### config.mk
export PLATFORM = sky130hd
export DESIGN_NAME = mode_counter
export DESIGN_NICKNAME = d
export VERILOG_FILES = /design/src/rtl/mode_counter_pkg.sv /design/src/rtl/counter_prescaler.sv /design/src/rtl/mode_counter.sv
export SDC_FILE = /design/constraint.sdc
export NUM_CORES = 1
export LEC_CHECK = 0
export BUFFER_PORTS_ARGS = -buffer_cell sky130_fd_sc_hd__buf_2
export CAP_MARGIN = 5
export CORE_ASPECT_RATIO = 0.75
export CORE_MARGIN = 3
export CORE_UTILIZATION = 55
export DETAILED_ROUTE_END_ITERATION = 12
export PLACE_DENSITY_LB_ADDON = 0.08
export SLEW_MARGIN = 20
export SYNTH_ARGS = -nofsm -noshare
export SYNTH_HDL_FRONTEND = slang
export SYNTH_SLANG_ARGS = --single-unit
### constraint.sdc
create_clock -name clk -period 3.52 [get_ports clk]
set_input_delay 0.352 -clock clk [delete_from_list [all_inputs] [get_ports clk]]
set_output_delay 0.352 -clock clk [all_outputs]
set_load 0.005 [all_outputs]
### src/rtl/mode_counter_pkg.sv
// Shared encodings for the mode_counter block: terminal-behaviour modes and FSM states.
package mode_counter_pkg;

  // Terminal behaviour selected by the mode input; 2'b11 behaves as wrap.
  typedef enum logic [1:0] {
    MODE_WRAP     = 2'b00,
    MODE_SAT      = 2'b01,
    MODE_ONESHOT  = 2'b10,
    MODE_WRAP_ALT = 2'b11
  } mode_e;

  // RUN counts normally; DONE freezes the count after a one-shot run completes.
  typedef enum logic {
    RUN  = 1'b0,
    DONE = 1'b1
  } state_e;

endpackage

### src/rtl/counter_prescaler.sv
// Clock prescaler: issues a one-cycle step every prescale+1 unheld cycles.
module counter_prescaler #(
  parameter int PRE_SIZE = 4
) (
  input  logic                clk,
  input  logic                res_n,
  input  logic                hold,
  input  logic                restart,
  input  logic [PRE_SIZE-1:0] prescale,
  output logic                step
);

  localparam logic [PRE_SIZE-1:0] PRE_ONE = PRE_SIZE'(1);

  logic [PRE_SIZE-1:0] pre_cnt_q;
  logic [PRE_SIZE-1:0] pre_cnt_d;

  // Next prescaler count and step strobe; >= keeps a run-time drop of prescale from stalling.
  always_comb begin
    pre_cnt_d = pre_cnt_q;
    step      = 1'b0;
    if (restart) begin
      pre_cnt_d = '0;
    end else if (!hold) begin
      if (pre_cnt_q >= prescale) begin
        step      = 1'b1;
        pre_cnt_d = '0;
      end else begin
        pre_cnt_d = pre_cnt_q + PRE_ONE;
      end
    end
  end

  // Prescaler count register.
  always_ff @(posedge clk or negedge res_n) begin
    if (!res_n) begin
      pre_cnt_q <= '0;
    end else begin
      pre_cnt_q <= pre_cnt_d;
    end
  end

endmodule

### src/rtl/mode_counter.sv
// Up/down counter with prescaler, parallel load and wrap / saturate / one-shot terminal behaviour.
module mode_counter
  import mode_counter_pkg::*;
#(
  parameter int SIZE     = 8,
  parameter int PRE_SIZE = 4
) (
  input  logic                clk,
  input  logic                res_n,
  input  logic                hold,
  input  logic                clear,
  input  logic                load,
  input  logic [SIZE-1:0]     load_value,
  input  logic                up,
  input  logic [1:0]          mode,
  input  logic [SIZE-1:0]     limit,
  input  logic [PRE_SIZE-1:0] prescale,
  output logic [SIZE-1:0]     value,
  output logic                tc,
  output logic                done
);

  localparam logic [SIZE-1:0] ONE = SIZE'(1);

  logic [SIZE-1:0] value_q, value_d;
  logic            tc_q, tc_d;
  state_e          state_q, state_d;

  logic            step;
  logic [SIZE-1:0] term;
  logic            at_term;
  logic            is_sat;
  logic            is_oneshot;
  logic [SIZE-1:0] stepped_value;

  counter_prescaler #(
    .PRE_SIZE (PRE_SIZE)
  ) u_prescaler (
    .clk      (clk),
    .res_n    (res_n),
    .hold     (hold),
    .restart  (clear | load),
    .prescale (prescale),
    .step     (step)
  );

  // Terminal compare and the value a step would produce from the current count.
  always_comb begin
    term          = up ? limit : '0;
    at_term       = (value_q == term);
    is_sat        = (mode == MODE_SAT);
    is_oneshot    = (mode == MODE_ONESHOT);
    stepped_value = up ? (value_q + ONE) : (value_q - ONE);
    if (at_term && !is_sat && !is_oneshot) begin
      stepped_value = up ? '0 : limit;
    end
  end

  // Next value, tc and FSM state with clear > load > hold > step priority.
  always_comb begin
    value_d = value_q;
    tc_d    = 1'b0;
    state_d = state_q;
    if (clear) begin
      value_d = '0;
      state_d = RUN;
    end else if (load) begin
      value_d = load_value;
      state_d = RUN;
    end else if (!hold && step && (state_q == RUN)) begin
      // A saturated counter sitting at its terminal value neither moves nor re-fires tc.
      if (!(at_term && is_sat)) begin
        value_d = stepped_value;
        tc_d    = (stepped_value == term);
        if (is_oneshot && (stepped_value == term)) begin
          state_d = DONE;
        end
      end
    end
  end

  // Value, tc and state registers.
  always_ff @(posedge clk or negedge res_n) begin
    if (!res_n) begin
      value_q <= '0;
      tc_q    <= 1'b0;
      state_q <= RUN;
    end else begin
      value_q <= value_d;
      tc_q    <= tc_d;
      state_q <= state_d;
    end
  end

  assign value = value_q;
  assign tc    = tc_q;
  assign done  = (state_q == DONE);

endmodule

==> impl_metrics.json, run 1 <==
{
  "status": "finished, final reports clean",
  "h-tree-depth": 1,
  "clockBufferDepth": 2,
  "multiInputGateArea_um2": 1230,
  "final_common_cell": "buf_2",
  "cp-startpoint": "value[1]",
  "yosysWarnings": 0,
  "insertedDiodeCount": 0,
  "fp.dieArea_um2": 3790,
  "track_usage_pct": 26.1,
  "initial_utilization_pct": 61.4,
  "fillers": 253,
  "antenna_found_initial": 0,
  "pin_count": 38,
  "grt_overflow": 0,
  "setup_ws_ns": 0.360,
  "portBuffers": 37,
  "skew_ns": 0.00349,
  "grt.met2_usage_pct": 40.3,
  "clk_pin_slew_ns": 0.06,
  "layout_common_cells": "37 x buf_2, 22 x nand2_1, 20 x o21ai_0, 19 x nor2_1, 14 x dfrtp_1",
  "routabilityCongestion": 0.897,
  "syn_to_final_growth_pct": 15.0,
  "clock_sinks": 14,
  "die_x_um": 70.1,
  "ys_types": 55,
  "slew_headroom_pct": 59.1,
  "path_class": "reg -> reg",
  "grt_setup_unrepaired": "no",
  "drt_iter0_markers": 121,
  "ys_seq_area_share_pct": 20.6,
  "fin_crit_sh_pct": 89.8,
  "place_ws_ns": 0.265,
  "die_h_um": 54.1,
  "drc": 0,
  "r2r-start": "value[1]",
  "cts_tree": "built",
  "synth_edf_count": 0,
  "stdcell_count": 288,
  "setup_tns_ns": 0,
  "area.sequential_um2": 350,
  "synth_top_area_share_pct": 20.6,
  "p_sw_share_pct": 39.3,
  "yosysTopAreaCell": "dfrtp_1",
  "r2r_cells": 10,
  "netlist_instances": 218,
  "combPwrFrac_pct": 49.2,
  "path_max_fanout": 7,
  "worstHoldPathType": "in -> reg",
  "powerDensity_nw_per_um2": 364,
  "synth_area_leaders": "dfrtp_1 21%, ha_1 8.1%, o21ai_0 5.9%",
  "drt_first_pass_iters": 5,
  "regToRegSetupSlack_ns": 0.36,
  "dp_cells": 283,
  "finalCriticalPeriod_ns": 3.16,
  "use_met3_pct": 6.90,
  "via_per_inst": 6.15,
  "crit_arrival_ns": 3.31,
  "power.switching_w": 0.000279,
  "r2r-end": "tc",
  "worstPathRequired_ns": 3.67,
  "root_buffer": "clkbuf_8",
  "drive_above_1_share_pct": 21.8,
  "grt_pass1_wl_um": 7760,
  "clockPowerShare_pct": 22.4,
  "syn_area_um2": 1700,
  "syn_nets": 258,
  "async_flop_share_pct": 100,
  "cp-end-kind": "register",
  "grt_use_met1_pct": 37.8,
  "cts_buffers": 3,
  "report.final.slew_viol_count": 0,
  "grt_max_degree": 24,
  "ys.flop_type": "dfrtp_1",
  "seqPwrFrac_pct": 28.4,
  "vias": 1770,
  "wl_per_cell_um": 15.8,
  "ys_ff_latch": 14,
  "rows": 16,
  "nets": 293,
  "setup_violations": 0,
  "internal_power_w": 0.000431,
  "clk_latency_ns": 0.25,
  "post_cts_buffers": 0,
  "worstMarginPinSlew_ns": 0.598,
  "crit_end": "tc",
  "finish.utilization_pct": 70.6,
  "drtAntennaViolNets": 0,
  "hpwl_um": 3630,
  "drt-total-wl_um": 4550,
  "max_freq_mhz": 316,
  "grt_pass1_vias": 1583,
  "ir_worst_vdd_uv": 359,
  "grt.busiest_layer": "met2",
  "hold_viol_final": 0,
  "cap_violations": 0,
  "p_leak_nw": 0.928,
  "core_um2": 2760,
  "avgSynthCellArea_um2": 7.78,
  "crit_path_start_kind": "register"
}
cell usage after synthesis, types with 3 or more instances:
| master | number |
|---|---|
| nand2_1 | 22 |
| dfrtp_1 | 14 |
| a31o_2 | 3 |
| nand2b_1 | 6 |
| xor2_1 | 7 |
| nand4_1 | 3 |
| a21o_1 | 7 |
| mux2i_1 | 4 |
| clkbuf_1 | 6 |
| o22ai_1 | 3 |
| o21ai_0 | 20 |
| a2111oi_0 | 3 |
| nand3_1 | 8 |
| ha_1 | 11 |
| buf_6 | 3 |
| nand4b_1 | 3 |
| a21oi_1 | 11 |
| xnor2_1 | 4 |
| inv_1 | 10 |
| a211oi_1 | 4 |
| nor3_1 | 5 |
| nor2_1 | 19 |
power groups by stage:
| stage | clock network, W | logic [W] | registers [W] |
|---|---|---|---|
| 6_report | 0.000159 | 0.000349 | 0.000202 |
| 5_1_grt | 0.000168 | 0.000390 | 0.000205 |
| 4_1_cts | 0.000159 | 0.000344 | 0.000202 |
| 3_5_place_dp | 0 | 0.000341 | 0.000205 |
| 3_3_place_gp | 0 | 0.000337 | 0.000204 |
| 2_1_floorplan | 0 | 0.000250 | 0.000197 |
flip-flops by register name (all words and copies together), names as in the netlist:
register and cells:
done 1, tc 1, u_prescaler.pre_cnt_q 4, value 8
timing repair:
item,4_1_cts,5_1_grt
hold buffers,1,0
gates resized for setup,0,0
hold endpoints to repair,14,0
worst min-delay path by stage:
stage | from | depth (start not counted) | end
2_1_floorplan | res_n | 0 | done
6_report | load_value[1] | 3 | value[1]
5_1_grt | load_value[1] | 3 | value[1]
3_3_place_gp | res_n | 1 | value[2]
3_5_place_dp | res_n | 1 | u_prescaler.pre_cnt_q[3]
4_1_cts | load_value[6] | 3 | value[6]
worst max-delay path: stages (launching register included):
cell	delay, ns
dfrtp_1	0.47
inv_1	0.10
fa_1	0.42
nand2b_1	0.19
o2bb2ai_1	0.18
xor2_1	0.18
a221oi_1	0.35
a21oi_1	0.08
a2111oi_0	0.34
or4b_1	0.51
nor4_2	0.25
cell type report:
type / instances / area share [%]
Multi-Input combinational cell: 181 / 63.2
Sequential cell: 14 / 18.0
Timing Repair Buffer: 42 / 11.5
Clock buffer: 4 / 2.82
Tap cell: 36 / 2.31
Inverter: 11 / 2.12
kinds of logic (layout without fill, tap and decap cells):
group	count (synthesis)	in the layout	synth area share, %
AND/OR/NAND/NOR	78	78	23.7
multiplexers	5	5	3.02
AO/OA/AOI/OAI	75	75	31.0
adder cells (fa/ha/maj)	12	12	9.29
XOR/XNOR	11	11	5.68
flip-flops	14	14	20.6
buffers and inverters	23	57	6.64
layer usage:
layer / wire length (um) / up-vias
li1: - / 883
met2: 1870 / 79
met5: 0 / -
met3: 465 / 4
met1: 2180 / 804
met4: 37 / 0
through the flow:
stage | power (W) | hold WS [ns] | area, um^2
global route | 0.000762 | 0.407 | 1950
finish | 0.000710 | 0.393 | 1950
floorplan | 0.000447 | 0.0564 | 1700
global placement | 0.000541 | 0.257 | 1890
CTS | 0.000705 | 0.392 | 1950
detailed placement | 0.000546 | 0.260 | 1890
Note: power is estimated with default switching activity, not from simulation.
==> run 2, diff against run 1 <==
RECOVER_POWER = 25   (was default)
SYNTH_HIERARCHICAL = 1   (was default)
==> impl_metrics.json, run 2 <==
{
  "grt_overflow": 0,
  "avgSynthCellArea_um2": 7.79,
  "post_cts_buffers": 0,
  "fp.dieArea_um2": 3750,
  "dp_cells": 280,
  "worstMarginPinSlew_ns": 0.739,
  "cp-startpoint": "up",
  "worstHoldPathType": "in -> reg",
  "crit_arrival_ns": 3.24,
  "rows": 16,
  "grt_pass1_vias": 1460,
  "wl_per_cell_um": 15.3,
  "crit_path_start_kind": "input port",
  "clockPowerShare_pct": 22.8,
  "netlist_instances": 215,
  "combPwrFrac_pct": 46.9,
  "grt_max_degree": 22,
  "cp-end-kind": "register",
  "drt_iter0_markers": 167,
  "wl_met3_um": 402,
  "h-tree-depth": 1,
  "initial_utilization_pct": 60.6,
  "core_um2": 2760,
  "clk_latency_ns": 0.24,
  "clock_sinks": 14,
  "pin_count": 38,
  "p_leak_nw": 0.909,
  "track_usage_pct": 24.6,
  "holdBufCountCts": 1,
  "status": "finished, final reports clean",
  "hold_viol_final": 0,
  "drive_above_1_share_pct": 20.9,
  "synth_area_leaders": "dfrtp_1 21%, ha_1 8.2%, a21oi_1 6.3%",
  "seqPwrFrac_pct": 30.3,
  "skew_ns": 0.00292,
  "ys_ff_latch": 14,
  "internal_power_w": 0.000411,
  "die_x_um": 69.7,
  "wl_met2_um": 1690,
  "setup_violations": 0,
  "synth.most_common_cell": "nand2_1",
  "yosysWarnings": 6,
  "stdcell_count": 285,
  "drt-total-wl_um": 4370,
  "drtAntennaViolNets": 0,
  "fillers": 240,
  "ys_types": 53,
  "ir_worst_vdd_uv": 305,
  "synth_top_area_share_pct": 20.9,
  "cap_violations": 0,
  "drt_first_pass_iters": 5,
  "grt_setup_unrepaired": "no",
  "r2r-end": "tc",
  "clockBufferDepth": 2,
  "clk_pin_slew_ns": 0.05,
  "cts_tree": "built",
  "yosysTopAreaCell": "dfrtp_1",
  "nets": 290,
  "final_common_cell": "buf_2",
  "drc": 0,
  "syn_to_final_growth_pct": 15.0,
  "finalCriticalPeriod_ns": 3.07,
  "slew_headroom_pct": 50.7,
  "setup_tns_ns": 0,
  "path_max_fanout": 20,
  "synth_edf_count": 0,
  "finish.utilization_pct": 69.7,
  "syn_area_um2": 1680,
  "crit_end": "tc",
  "cts_buffers": 3,
  "hpwl_um": 3400,
  "r2r_cells": 10,
  "fin_crit_sh_pct": 87.2,
  "portBuffers": 37,
  "ys.flop_type": "dfrtp_1",
  "path_class": "in -> reg",
  "regToRegSetupSlack_ns": 0.50,
  "ctsResizeCount": 0,
  "antenna_found_initial": 0,
  "p_sw_share_pct": 38.1,
  "powerDensity_nw_per_um2": 345,
  "power.switching_w": 0.000253,
  "top_layer": "met4",
  "setup_ws_ns": 0.451,
  "async_flop_share_pct": 100,
  "insertedDiodeCount": 0,
  "layout_common_cells": "36 x buf_2, 25 x nand2_1, 21 x a21oi_1, 17 x o21ai_0",
  "m1WireLength_um": 2250,
  "r2r-start": "value[0]",
  "routabilityCongestion": 0.919,
  "largest_reg_flops": 8,
  "synth_common_cells": "25 x nand2_1, 21 x a21oi_1, 17 x o21ai_0",
  "root_buffer": "clkbuf_8",
  "grt_pass1_wl_um": 7210,
  "place_ws_ns": 0.321,
  "syn_nets": 255,
  "worstPathRequired_ns": 3.70,
  "vias": 1748,
  "die_h_um": 53.8,
  "max_freq_mhz": 326,
  "ys_seq_area_share_pct": 20.9,
  "report.final.slew_viol_count": 0,
  "via_per_inst": 6.13
}
-- run 2: metrics by stage --
| step | hold WS, ns | cell area (um^2) | total power [W] |
|---|---|---|---|
| floorplan | 0.0564 | 1680 | 0.000418 |
| global placement | 0.262 | 1860 | 0.000507 |
| detailed placement | 0.255 | 1860 | 0.000508 |
| CTS | 0.385 | 1930 | 0.000660 |
| global route | 0.386 | 1930 | 0.000715 |
| finish | 0.385 | 1930 | 0.000664 |
-- run 2: worst max-delay path: stages --
cell and delay [ns]:
buf_2 0.20, inv_1 0.48, ha_1 0.39, o21ai_0 0.24, a21o_1 0.13, o21ai_0 0.19
a222oi_1 0.35, a21o_1 0.18, o2111ai_1 0.10, nor4_1 0.39, and3_1 0.22
-- run 2: worst min path at each step --
stage | from | cells after the start | to
2_1_floorplan | res_n | 0 | done
5_1_grt | load_value[7] | 3 | value[7]
4_1_cts | load_value[7] | 3 | value[7]
6_report | load_value[7] | 3 | value[7]
3_5_place_dp | res_n | 1 | u_prescaler/pre_cnt_q[3]
3_3_place_gp | res_n | 1 | u_prescaler/pre_cnt_q[2]
-- run 2: final cells by class --
cell class                 instances  area [um^2]  area share (%)
multi-input combinational        178         1220            63.4
sequential                        14          350            18.2
timing repair buffer              39          201            10.5
clock buffer                       4         55.1            2.86
inverter                          14         52.6            2.73
tap                               36         45.0            2.34
-- run 2: power groups by stage --
stage          sequential [W]  clock [W]  combinational [W]
3_5_place_dp         0.000203          0           0.000304
4_1_cts              0.000201   0.000152           0.000307
3_3_place_gp         0.000204          0           0.000303
5_1_grt              0.000204   0.000163           0.000347
2_1_floorplan        0.000196          0           0.000221
6_report             0.000201   0.000152           0.000312
-- run 2: cell families after synthesis --
kind of cell,Yosys count,synth area share (%)
xor gates and xnor gates,8,4.18
buffers and inverters,23,6.12
adders and majority gates,12,9.41
AOI/OAI and AO/OA,80,32.5
muxes,8,5.08
DFF,14,20.9
and+or+nand+nor,70,21.8
-- run 2: per-layer routing --
metal | track usage (%) | up-vias
li1 | - | 874
met1 | 39.0 | 793
met2 | 33.9 | 79
met3 | 5.97 | 2
met4 | 3.18 | 0
met5 | 0 | -
==> run 3, diff against run 2 <==
==> constraint.sdc (replaced) <==
create_clock -name clk -period 3.52 [get_ports clk]
set_input_delay 0.704 -clock clk [delete_from_list [all_inputs] [get_ports clk]]
set_output_delay 0.704 -clock clk [all_outputs]
set_load 0.005 [all_outputs]
==> impl_metrics.json, run 3 (same netlist as run 2, synthesis figures left out) <==
{
  "dp_cells": 285,
  "final_common_cell": "buf_2",
  "rows": 16,
  "slew_headroom_pct": 53.9,
  "ctsResizeCount": 0,
  "cts_buffers": 3,
  "drc": 0,
  "powerDensity_nw_per_um2": 335,
  "use_met3_pct": 5.97,
  "clockBufferDepth": 2,
  "ir_worst_vdd_uv": 287,
  "hold_viol_final": 0,
  "holdBufCountCts": 0,
  "drt-total-wl_um": 4400,
  "final_area_um2": 1940,
  "portBuffers": 37,
  "worstPathRequired_ns": 3.70,
  "drt_first_pass_iters": 4,
  "path_max_fanout": 10,
  "area.sequential_um2": 350,
  "h-tree-depth": 1,
  "fp.dieArea_um2": 3750,
  "p_leak_nw": 0.922,
  "drt_iter0_markers": 150,
  "pin_count": 38,
  "via_per_inst": 6.12,
  "clk_pin_slew_ns": 0.05,
  "grt_max_degree": 22,
  "syn_to_final_growth_pct": 15.8,
  "grt_pass1_wl_um": 7500,
  "setup_violations": 0,
  "cp-end-kind": "register",
  "hpwl_um": 3580,
  "insertedDiodeCount": 0,
  "grt_setup_unrepaired": "no",
  "worstHoldPathType": "in -> async",
  "max_freq_mhz": 337,
  "path_class": "in -> reg",
  "worstMarginPinSlew_ns": 0.692,
  "die_h_um": 53.8,
  "layout_common_cells": "36 x buf_2, 25 x nand2_1, 21 x a21oi_1, 17 x o21ai_0",
  "nets": 294,
  "drive_above_1_share_pct": 22.2,
  "vias": 1763,
  "core_um2": 2760,
  "fin_crit_sh_pct": 84.3,
  "multiInputGateArea_um2": 1220,
  "cap_violations": 0,
  "drtAntennaViolNets": 0,
  "status": "finished, final reports clean",
  "wl_per_cell_um": 15.3,
  "grt.met2_usage_pct": 34.8,
  "clk_latency_ns": 0.24,
  "holdWs_ns": 0.482,
  "clock_sinks": 14,
  "report.final.slew_viol_count": 0,
  "root_buffer": "clkbuf_8",
  "track_usage_pct": 25.3,
  "die_x_um": 69.7,
  "largest_reg_flops": 8,
  "stdcell_count": 288,
  "grt_use_met1_pct": 39.9,
  "initial_utilization_pct": 60.6,
  "cts_tree": "built",
  "post_cts_buffers": 0,
  "dpl_cell_area_um2": 1900,
  "grt.busiest_layer": "met1",
  "crit_path_start_kind": "input port",
  "fillers": 258,
  "routabilityCongestion": 0.946,
  "skew_ns": 0.00352,
  "finalCriticalPeriod_ns": 2.97,
  "grt_pass1_vias": 1514,
  "grt_overflow": 0,
  "crit_arrival_ns": 3.14,
  "antenna_found_initial": 0,
  "setup_tns_ns": 0
}
-- run 3: path summary, 6_finish.rpt --
check                                end  slack [ns]     start  depth (start not counted)
worst max-delay path                  tc        0.55        up                         11
worst min-delay path                done        0.48     res_n                          1
worst max register to register        tc        0.61  value[0]                         10
worst min register to register      done        0.54      done                          1
max in group asynchronous       value[2]        2.60     res_n                          1
min in group clk                    done        0.54      done                          1
-- run 3: worst max-delay path, cell delays in order --
cell       delay (ns)
buf_2            0.10
inv_1            0.27
ha_1             0.35
o21ai_0          0.24
a21o_1           0.15
o21ai_0          0.16
a222oi_1         0.34
a21o_1           0.16
o2111ai_1        0.10
nor4_1           0.35
and3_1           0.22
-- run 3: where the power goes --
group / leakage (nW) / switching (W) / internal [W] / total (W)
Clock: 0.0216 / 0.0000487 / 0.0000753 / 0.000124
Combinational: 0.713 / 0.000176 / 0.000150 / 0.000326
Sequential: 0.187 / 0.0000265 / 0.000174 / 0.000201
Total: 0.922 / 0.000251 / 0.000399 / 0.000651
-- run 3: through the flow --
stage	power [W]	utilization (%)	worst slack, ns
floorplan	0.000418	-	0.290
finish	0.000651	70.2	0.552
detailed placement	0.000523	68.8	0.345
global route	0.000703	70.2	0.250
CTS	0.000649	70.3	0.588
global placement	0.000520	68.8	0.362
-- run 3: cell type report --
cell class              count  share of cell area [%]
well taps                  36                    2.32
clock buffers               3                    2.13
flip-flops and latches     14                    18.1
inverters                  14                    2.71
multi-input cells         178                    63.0
repair buffers             43                    11.8
-- run 3: metal layers --
layer,part of all wire [%],vias to the layer above
met1,51,785
met4,0.46,0
met3,11,2
met2,37,101
li1,-,875
met5,0,-
